## src/rtl/muldiv_sequencer_if.sv

```systemverilog
// muldiv_sequencer_if: issue/flush inputs and stall/result outputs of the HI/LO sequencer
interface muldiv_sequencer_if #(parameter int WIDTH = 32);
  logic             start_i;
  logic             is_div_i;
  logic             is_signed_i;
  logic [WIDTH-1:0] a_i;
  logic [WIDTH-1:0] b_i;
  logic             flush_i;
  logic             stall_o;
  logic             busy_o;
  logic             done_o;
  logic [WIDTH-1:0] hi_o;
  logic [WIDTH-1:0] lo_o;
  modport master (
    output start_i, is_div_i, is_signed_i, a_i, b_i, flush_i,
    input  stall_o, busy_o, done_o, hi_o, lo_o
  );
  modport slave (
    input  start_i, is_div_i, is_signed_i, a_i, b_i, flush_i,
    output stall_o, busy_o, done_o, hi_o, lo_o
  );
endinterface

```

## src/rtl/muldiv_sequencer.sv

```systemverilog
// muldiv_sequencer: multi-cycle MULT/MULTU/DIV/DIVU sequencer producing {hi,lo} for the HI/LO write
module muldiv_sequencer #(
  parameter int WIDTH = 32
) (
  input  logic                 clk,
  input  logic                 resetn,
  muldiv_sequencer_if.slave    bus
);
  localparam int CW = $clog2(WIDTH + 1);
  typedef enum logic [1:0] {IDLE, BUSY, DONE} state_t;
  state_t             r_state;
  logic [CW-1:0]      r_cnt;
  logic               r_div;
  logic               r_signed;
  logic               r_sq;
  logic               r_sr;
  logic [WIDTH-1:0]   r_a;
  logic [WIDTH-1:0]   r_b;
  logic [WIDTH-1:0]   r_rem;
  logic [WIDTH-1:0]   r_hi;
  logic [WIDTH-1:0]   r_lo;
  logic [WIDTH:0]     w_sh;
  logic               w_ge;
  logic [WIDTH-1:0]   w_rem;
  logic [WIDTH-1:0]   w_quo;
  logic [2*WIDTH-1:0] w_ax;
  logic [2*WIDTH-1:0] w_bx;
  logic [2*WIDTH-1:0] w_prod;
  logic               w_issue;
  // r_a doubles as multiplicand and as the divide's quotient shift register
  always_comb begin
    w_sh   = {r_rem, r_a[WIDTH-1]};
    w_ge   = w_sh >= {1'b0, r_b};
    w_rem  = w_ge ? WIDTH'(w_sh - {1'b0, r_b}) : w_sh[WIDTH-1:0];
    w_quo  = {r_a[WIDTH-2:0], w_ge};
    w_ax   = r_signed ? {{WIDTH{r_a[WIDTH-1]}}, r_a} : {{WIDTH{1'b0}}, r_a};
    w_bx   = r_signed ? {{WIDTH{r_b[WIDTH-1]}}, r_b} : {{WIDTH{1'b0}}, r_b};
    w_prod = w_ax * w_bx;
  end
  assign w_issue     = (r_state == IDLE) && bus.start_i && !bus.flush_i;
  assign bus.stall_o = w_issue || (r_state == BUSY);
  assign bus.busy_o  = r_state != IDLE;
  assign bus.done_o  = r_state == DONE;
  assign bus.hi_o    = r_hi;
  assign bus.lo_o    = r_lo;
  always_ff @(posedge clk or negedge resetn) begin
    if (!resetn) begin
      r_state  <= IDLE;
      r_cnt    <= '0;
      r_div    <= 1'b0;
      r_signed <= 1'b0;
      r_sq     <= 1'b0;
      r_sr     <= 1'b0;
      r_a      <= '0;
      r_b      <= '0;
      r_rem    <= '0;
      r_hi     <= '0;
      r_lo     <= '0;
    end else begin
      case (r_state)
        IDLE: if (w_issue) begin
          r_state  <= BUSY;
          r_cnt    <= bus.is_div_i ? CW'(WIDTH) : CW'(1);
          r_div    <= bus.is_div_i;
          r_signed <= bus.is_signed_i;
          r_sq     <= bus.is_signed_i && (bus.a_i[WIDTH-1] ^ bus.b_i[WIDTH-1]);
          r_sr     <= bus.is_signed_i && bus.a_i[WIDTH-1];
          r_a      <= (bus.is_div_i && bus.is_signed_i && bus.a_i[WIDTH-1]) ? -bus.a_i : bus.a_i;
          r_b      <= (bus.is_div_i && bus.is_signed_i && bus.b_i[WIDTH-1]) ? -bus.b_i : bus.b_i;
          r_rem    <= '0;
        end
        BUSY: if (bus.flush_i) begin
          r_state <= IDLE;
        end else begin
          r_cnt <= r_cnt - CW'(1);
          if (r_div) begin
            r_rem <= w_rem;
            r_a   <= w_quo;
          end
          if (r_cnt == CW'(1)) begin
            r_state <= DONE;
            r_hi    <= r_div ? (r_sr ? -w_rem : w_rem) : w_prod[2*WIDTH-1:WIDTH];
            r_lo    <= r_div ? (r_sq ? -w_quo : w_quo) : w_prod[WIDTH-1:0];
          end
        end
        default: r_state <= IDLE;
      endcase
    end
  end
endmodule

```

## src/flat_wrapper.sv

```systemverilog
// flat-port wrapper written by rule: the top's interface ports become plain ports
module muldiv_sequencer_flat 
#(
  parameter int WIDTH = 32
)
  (clk, resetn, bus_start_i, bus_is_div_i, bus_is_signed_i, bus_a_i, bus_b_i, bus_flush_i, bus_stall_o, bus_busy_o, bus_done_o, bus_hi_o, bus_lo_o);
  muldiv_sequencer_if #(.WIDTH(WIDTH)) bus_i ();
  input  logic clk;
  input  logic resetn;
  input wire logic [$bits(bus_i.start_i)-1:0] bus_start_i;
  input wire logic [$bits(bus_i.is_div_i)-1:0] bus_is_div_i;
  input wire logic [$bits(bus_i.is_signed_i)-1:0] bus_is_signed_i;
  input wire logic [$bits(bus_i.a_i)-1:0] bus_a_i;
  input wire logic [$bits(bus_i.b_i)-1:0] bus_b_i;
  input wire logic [$bits(bus_i.flush_i)-1:0] bus_flush_i;
  output wire logic [$bits(bus_i.stall_o)-1:0] bus_stall_o;
  output wire logic [$bits(bus_i.busy_o)-1:0] bus_busy_o;
  output wire logic [$bits(bus_i.done_o)-1:0] bus_done_o;
  output wire logic [$bits(bus_i.hi_o)-1:0] bus_hi_o;
  output wire logic [$bits(bus_i.lo_o)-1:0] bus_lo_o;
  assign bus_i.start_i = bus_start_i;
  assign bus_i.is_div_i = bus_is_div_i;
  assign bus_i.is_signed_i = bus_is_signed_i;
  assign bus_i.a_i = bus_a_i;
  assign bus_i.b_i = bus_b_i;
  assign bus_i.flush_i = bus_flush_i;
  assign bus_stall_o = bus_i.stall_o;
  assign bus_busy_o = bus_i.busy_o;
  assign bus_done_o = bus_i.done_o;
  assign bus_hi_o = bus_i.hi_o;
  assign bus_lo_o = bus_i.lo_o;
  muldiv_sequencer #(.WIDTH(WIDTH)) u_core (.clk(clk), .resetn(resetn), .bus(bus_i));
endmodule
```

## config.mk

```make
export PLATFORM = sky130hd
export DESIGN_NAME = muldiv_sequencer_flat
export DESIGN_NICKNAME = d
export VERILOG_FILES = /design/src/rtl/muldiv_sequencer_if.sv /design/src/rtl/muldiv_sequencer.sv /design/src/flat_wrapper.sv
export SDC_FILE = /design/constraint.sdc
export NUM_CORES = 2
export LEC_CHECK = 0
export CORE_MARGIN = 1.5
export CORE_UTILIZATION = 40
export DETAILED_ROUTE_END_ITERATION = 10
export SYNTH_ARGS = -nofsm -noshare
export SYNTH_HDL_FRONTEND = slang
export SYNTH_SLANG_ARGS = --single-unit
```

## constraint.sdc

```tcl
create_clock -name clk -period 24.3 [get_ports clk]
set_input_delay 2.43 -clock clk [delete_from_list [all_inputs] [get_ports clk]]
set_output_delay 2.43 -clock clk [all_outputs]
set_load 0.05 [all_outputs]
```

-- Yosys cells after proc, flatten, opt, wreduce, memory -nomap -nowiden
Cells that the tools add are included.
- register bits: 172
- input bits: 70
- output and inout bits: 67
- word-level logic and storage cells: 70
- $add $sub $neg: 6
- multipliers: 1
- $lt $le $gt $ge: 1
- equality and inequality tests: 7
- mux-type cells: 25
- bitwise logic cells: 2
- reduce and logical (&&, ||, !) cells: 17
- operators with widths (operator ; number):
    $mux 32 ; 13
    $mux 64 ; 2
    $neg 32->32 ; 4
    $pmux 32 s2 ; 2
    $mul 64x64->64 ; 1
    $ge 33x32->1 ; 1
    $sub 32x32->32 ; 1
    $mux 6 ; 3
    $pmux 6 s2 ; 1
    $logic_and 1x1->1 ; 7
    $eq 6x1->1 const B ; 1
    $mux 2 ; 3
    $reduce_and 3->1 ; 2
    $sub 6x1->6 const B ; 1
    $ne 2x1->1 const B ; 2
    $pmux 2 s2 ; 1
    $reduce_and 2->1 ; 2
    $reduce_and 4->1 ; 1
    $reduce_bool 2->1 ; 2
    $ne 3x3->1 const B ; 1
    $eq 2x1->1 const B ; 1
    $eq 2x2->1 const B ; 1
    $logic_not 2->1 ; 1
    $ne 2x2->1 const B ; 1
    4 further kinds ; 4

-- Logic depth before layout (Yosys ltp)
- depth in word-level cells: 5
- depth in mapped cells: 36
- gate-level depth less buffers: 33

-- Least setup slack after synthesis
OpenSTA, ideal clock, no wires.
- kind: reg2reg
- start: register u_core.r_a[31]
- end: register u_core.r_hi[25], in the netlist u_core.bus.hi_o[25]
- setup time: 0.147 ns
- arrival: 9.105 ns
- required time: 24.153 ns
- setup slack: 15.048 ns
- stages on the path, launching flop included: 34
- path buffers: 3
- period minus slack after synthesis: 9.252 ns
- cells stage by stage: dfrtp_1 > and2_1 > clkbuf_1 > clkbuf_1 > nand2_1 > inv_1 > fa_1 > inv_1 > fa_1 > inv_1 > fa_1 > inv_1 > fa_1 > inv_1 > fa_1 > fa_1 > fa_1 > fa_1 > fa_1 > inv_1 > fa_1 > inv_1 > ha_1 > clkbuf_1 > nand3_1 > o21ai_0 > a21oi_1 > o21ai_0 > a21oi_1 > o31ai_1 > a31oi_1 > o21bai_1 > xnor2_1 > a21boi_1
- word-level cells in the longest chain between the ends: 5
- elaborated cells between the ends (all ways): 8
- classes of those cells: add/sub (2); mul (1); order compare (1); mux (4)
- ends and longest elaborated chain (item ; line ; source):
    from (decl) ; muldiv_sequencer.sv:17 ; logic [WIDTH-1:0] r_a;
    from (signal assigned) ; muldiv_sequencer.sv:68 ; r_a <= (bus.is_div_i && bus.is_signed_i && bus.a_i[WIDTH-1]) ? -bus.a_i : bus.a_i;
    from (signal assigned) ; muldiv_sequencer.sv:78 ; r_a <= w_quo;
    parallel branches: the longest is 4 deep, another holds $mul 64x64->64 ; - ;
    $mux 32 * ; muldiv_sequencer.sv:82 ; r_hi <= r_div ? (r_sr ? -w_rem : w_rem) : w_prod[2*WIDTH-1:WIDTH];
    to (signal assigned) ; muldiv_sequencer.sv:82 ;
    to (decl) ; muldiv_sequencer.sv:20 ; logic [WIDTH-1:0] r_hi;
Mark *: on every way between the ends.
A chain may end at the register's enable or synchronous reset.

-- Final worst setup path
- start: register u_core.r_signed
- end: register u_core.r_hi[25], in the netlist u_core.bus.hi_o[25]
- word-level cells in the longest chain between the ends: 3
- elaborated cells between the ends (all ways): 4
- classes of those cells: mul (1); mux (3)
- ends and longest elaborated chain (item ; line ; source):
    from (decl) ; muldiv_sequencer.sv:14 ; logic r_signed;
    from (signal assigned) ; muldiv_sequencer.sv:65 ; r_signed <= bus.is_signed_i;
    $mux 64 (on tied branches) ; muldiv_sequencer.sv:36, muldiv_sequencer.sv:37 ;
    $mul 64x64->64 * ; muldiv_sequencer.sv:38 ; w_prod = w_ax * w_bx;
    $mux 32 * ; muldiv_sequencer.sv:82 ;
Every way passes the cells marked *; elsewhere a longest branch is shown, timed or not.

==> run_results.csv <==
group,metric,value,unit
detailed_routing,vias_per_cell,5.25,
global_route,grt_pass1_vias,48000,
die,design.core.area,150000,um^2
setup_path,startpoint_type,"flip-flop",
layout,syn_to_final_growth,6.56,%
global_route,grt_overflow,0,
logic_synthesis,yosys_warnings,0,
logic_synthesis,synth_area_per_cell,9.01,um^2
sta,rsz0062_at_grt,"false",
setup_path,required,24670,ps
clocking,holdBufCountCts,0,
detailed_routing,ant_nets,0,
clocking,cts_tree,"done",
detailed_routing,top_layer_used,"met5",
sta,layout_worst_path_cycle_share,45.7,%
logic_synthesis,postSynth.asyncResetShare,100,%
setup_path,cp_slowest_stage_delay,880,ps
clocking,path_clk_slew,90,ps
die,die-area,153000,um^2
detailed_routing,route.met2.wl,92500,um
layout,num-fill-cells,15000,
detailed_routing,wl_met1,77400,um
logic_synthesis,synth_area,60100,um^2
setup_path,cp_common_cell,"fa_1",
die,die_x,391,um
die,die_y,391,um
sta,max_clock_freq,90.1,MHz
die,initial_core_util,40.2,%
worst_hold_path,min_path_type,"flip-flop to flip-flop",
sta,slew_headroom,25.3,%
global_route,grt_antenna_before_repair,8,
placed_design,port_buffers,136,
logic_synthesis,synth_nets,8511,
global_route,track_usage,25.9,%
placed_design,gp_congestion,0.936,
logic_synthesis,synth_flop_cell,"dfrtp_1",
setup_path,critical_path_class,"flip-flop to flip-flop",
sta,drv_slew,0,
outcome,status,"complete, no violations",
detailed_routing,routedWlPerCell,22.2,um
logic_synthesis,ys_seq_area_share,7.16,%
setup_path,cp_max_fo,24,
clocking,post_cts_resized,0,
placed_design,dp_hpwl,153000,um
placed_design,dp_cells,8572,
detailed_routing,dr_wl_met3,12200,um
logic_synthesis,synth_cell_types,89,
clocking,clk_path_buf_depth,2,
logic_synthesis,synthTopCellsByArea,"fa_1 (47%), inv_1 (9.9%), ha_1 (7.2%), dfrtp_1 (7.2%), and2_1 (5.5%)",
logic_synthesis,yosys.area.top_type,"fa_1",
die,fp-row-count,142,
clocking,cts_root_buffer,"clkbuf_16",
clocking,cts.htree.levels,4,
layout,multi_input_area,48600,um^2
detailed_routing,drt_wl_total,191000,um
logic_synthesis,synthCells,6674,
logic_synthesis,synth_common_cells,"inv_1 (1,587), fa_1 (1,420), nand2_1 (759), and2_1 (531), ha_1 (347)",
global_route,grt_pass1_wl,295000,um
sta,min_period,11100,ps
layout,drive_above_1_share,2.72,%
logic_synthesis,yosysMostFrequentCell,"inv_1",
clocking,clkLatencyLatePin,530,ps
logic_synthesis,yosysTopAreaCellShare,47.3,%
layout,nets,8412,
sta,setup_violations,0,
logic_synthesis,synth_edf_count,0,
setup_path,arrival,11470,ps
detailed_routing,vias,45200,
global_route,grt_max_degree,95,
sta,skew,23.3,ps
detailed_routing,drt_pass1_iterations,5,
logic_synthesis,synth_seq_cells,172,
clocking,cts_sinks,172,
sta,totalNegativeSetupSlack,0,ps
sta,hold_violations,0,
die,io_pins,137,
detailed_routing,route.detailed.drc,0,
sta,worst_slew_pin_slew,1090,ps
detailed_routing,drt_iter0_drc,3331,
setup_path,slowest_stage,"and2_1",
layout,stdcell_count,8606,
layout,seq_area,4310,um^2
setup_path,end_kind,"flip-flop",
clocking,cts_buffers,17,
flow_run,drv_cap,0,
clocking,postCtsSetupBuffers,0,
sequential cells by signal, summed over array words and instances, names as in the netlist:
signal and count:
u_core.bus.hi_o 32, u_core.bus.lo_o 32, u_core.r_a 32, u_core.r_b 32, u_core.r_cnt 6, u_core.r_div 1, u_core.r_rem 32, u_core.r_signed 1
u_core.r_sq 1, u_core.r_sr 1, u_core.r_state 2
per-layer routing:
metal	vias up	global-route usage, %
li1	19700	-
met1	23600	34.2
met2	1557	43.1
met3	358	3.43
met4	8	10.1
met5	-	0.255
per-stage QoR:
| stage | hold slack, ps | setup slack [ps] | utilization, % | instance area, um^2 |
|---|---|---|---|---|
| 3_5_place_dp | 471 | 13350 | 42.4 | 63400 |
| 2_1_floorplan | 479 | 15050 | - | 60100 |
| 5_1_grt | 512 | 12590 | 42.8 | 64100 |
| 6_report | 488 | 13200 | 42.8 | 64100 |
| 3_3_place_gp | 465 | 13490 | 42.4 | 63400 |
| 4_1_cts | 491 | 13290 | 42.8 | 64100 |
logic make-up (layout without fill, tap and decap cells):
family	after synthesis	in the layout	share of synthesized area, %
xor gates and xnor gates	248	248	3.61
other	0	2	0
muxes	26	26	0.491
buffers and inverters	1935	1849	12.1
DFF	172	172	7.16
adders and majority gates	1771	1771	54.6
and+or+nand+nor	1807	1807	14.7
AOI/OAI and AO/OA	715	715	7.39
path summary, 6_finish.rpt:
| path | end | slack (ps) | cells after the start | from |
|---|---|---|---|---|
| min in group asynchronous | u_core.r_rem[18] | 1830 | 1 | resetn |
| min reg2reg | u_core.bus.lo_o[8] | 490 | 2 | u_core.bus.lo_o[8] |
| max in group asynchronous | u_core.bus.lo_o[25] | 20290 | 3 | resetn |
| max | u_core.bus.hi_o[25] | 13200 | 29 | u_core.r_signed |
| max reg2reg | u_core.bus.hi_o[25] | 13200 | 29 | u_core.r_signed |
| min | u_core.bus.lo_o[8] | 490 | 2 | u_core.bus.lo_o[8] |
final cells by class:
cell class,count,share of cell area (%)
Inverter,1588,9.30
Clock inverter,15,0.305
Clock buffer,17,0.664
Sequential cell,172,6.73
Multi-Input combinational cell,4567,75.8
Tap cell,2016,3.94
Timing Repair Buffer,229,3.22
Antenna cell,2,0.00781
layout by cell type, fill, tap and decap left out, types with 88 or more instances in the layout:
cell type,Yosys,layout
and2_1,531,531
xor2_1,88,88
dfrtp_1,172,168
inv_1,1587,1587
ha_1,347,347
nand2_1,759,758
o21ai_0,230,230
buf_4,0,93
a21oi_1,202,201
clkdlybuf4s50_1,0,135
nor2_1,213,213
fa_1,1420,1420
xnor2_1,160,160
worst max-delay path, delay by kind of cell (launching register included):
kind | cells | cell delay (ps)
AO/OA/AOI/OAI | 8 | 2080
XOR/XNOR | 1 | 160
adder cells (fa/ha/maj) | 11 | 6090
buffers and inverters | 6 | 900
AND/OR/NAND/NOR | 3 | 1340
flip-flops | 1 | 340
Power is left out: the tool's default activity adds up to more than one toggle a clock period on the data nets, which glitch-free logic cannot reach.
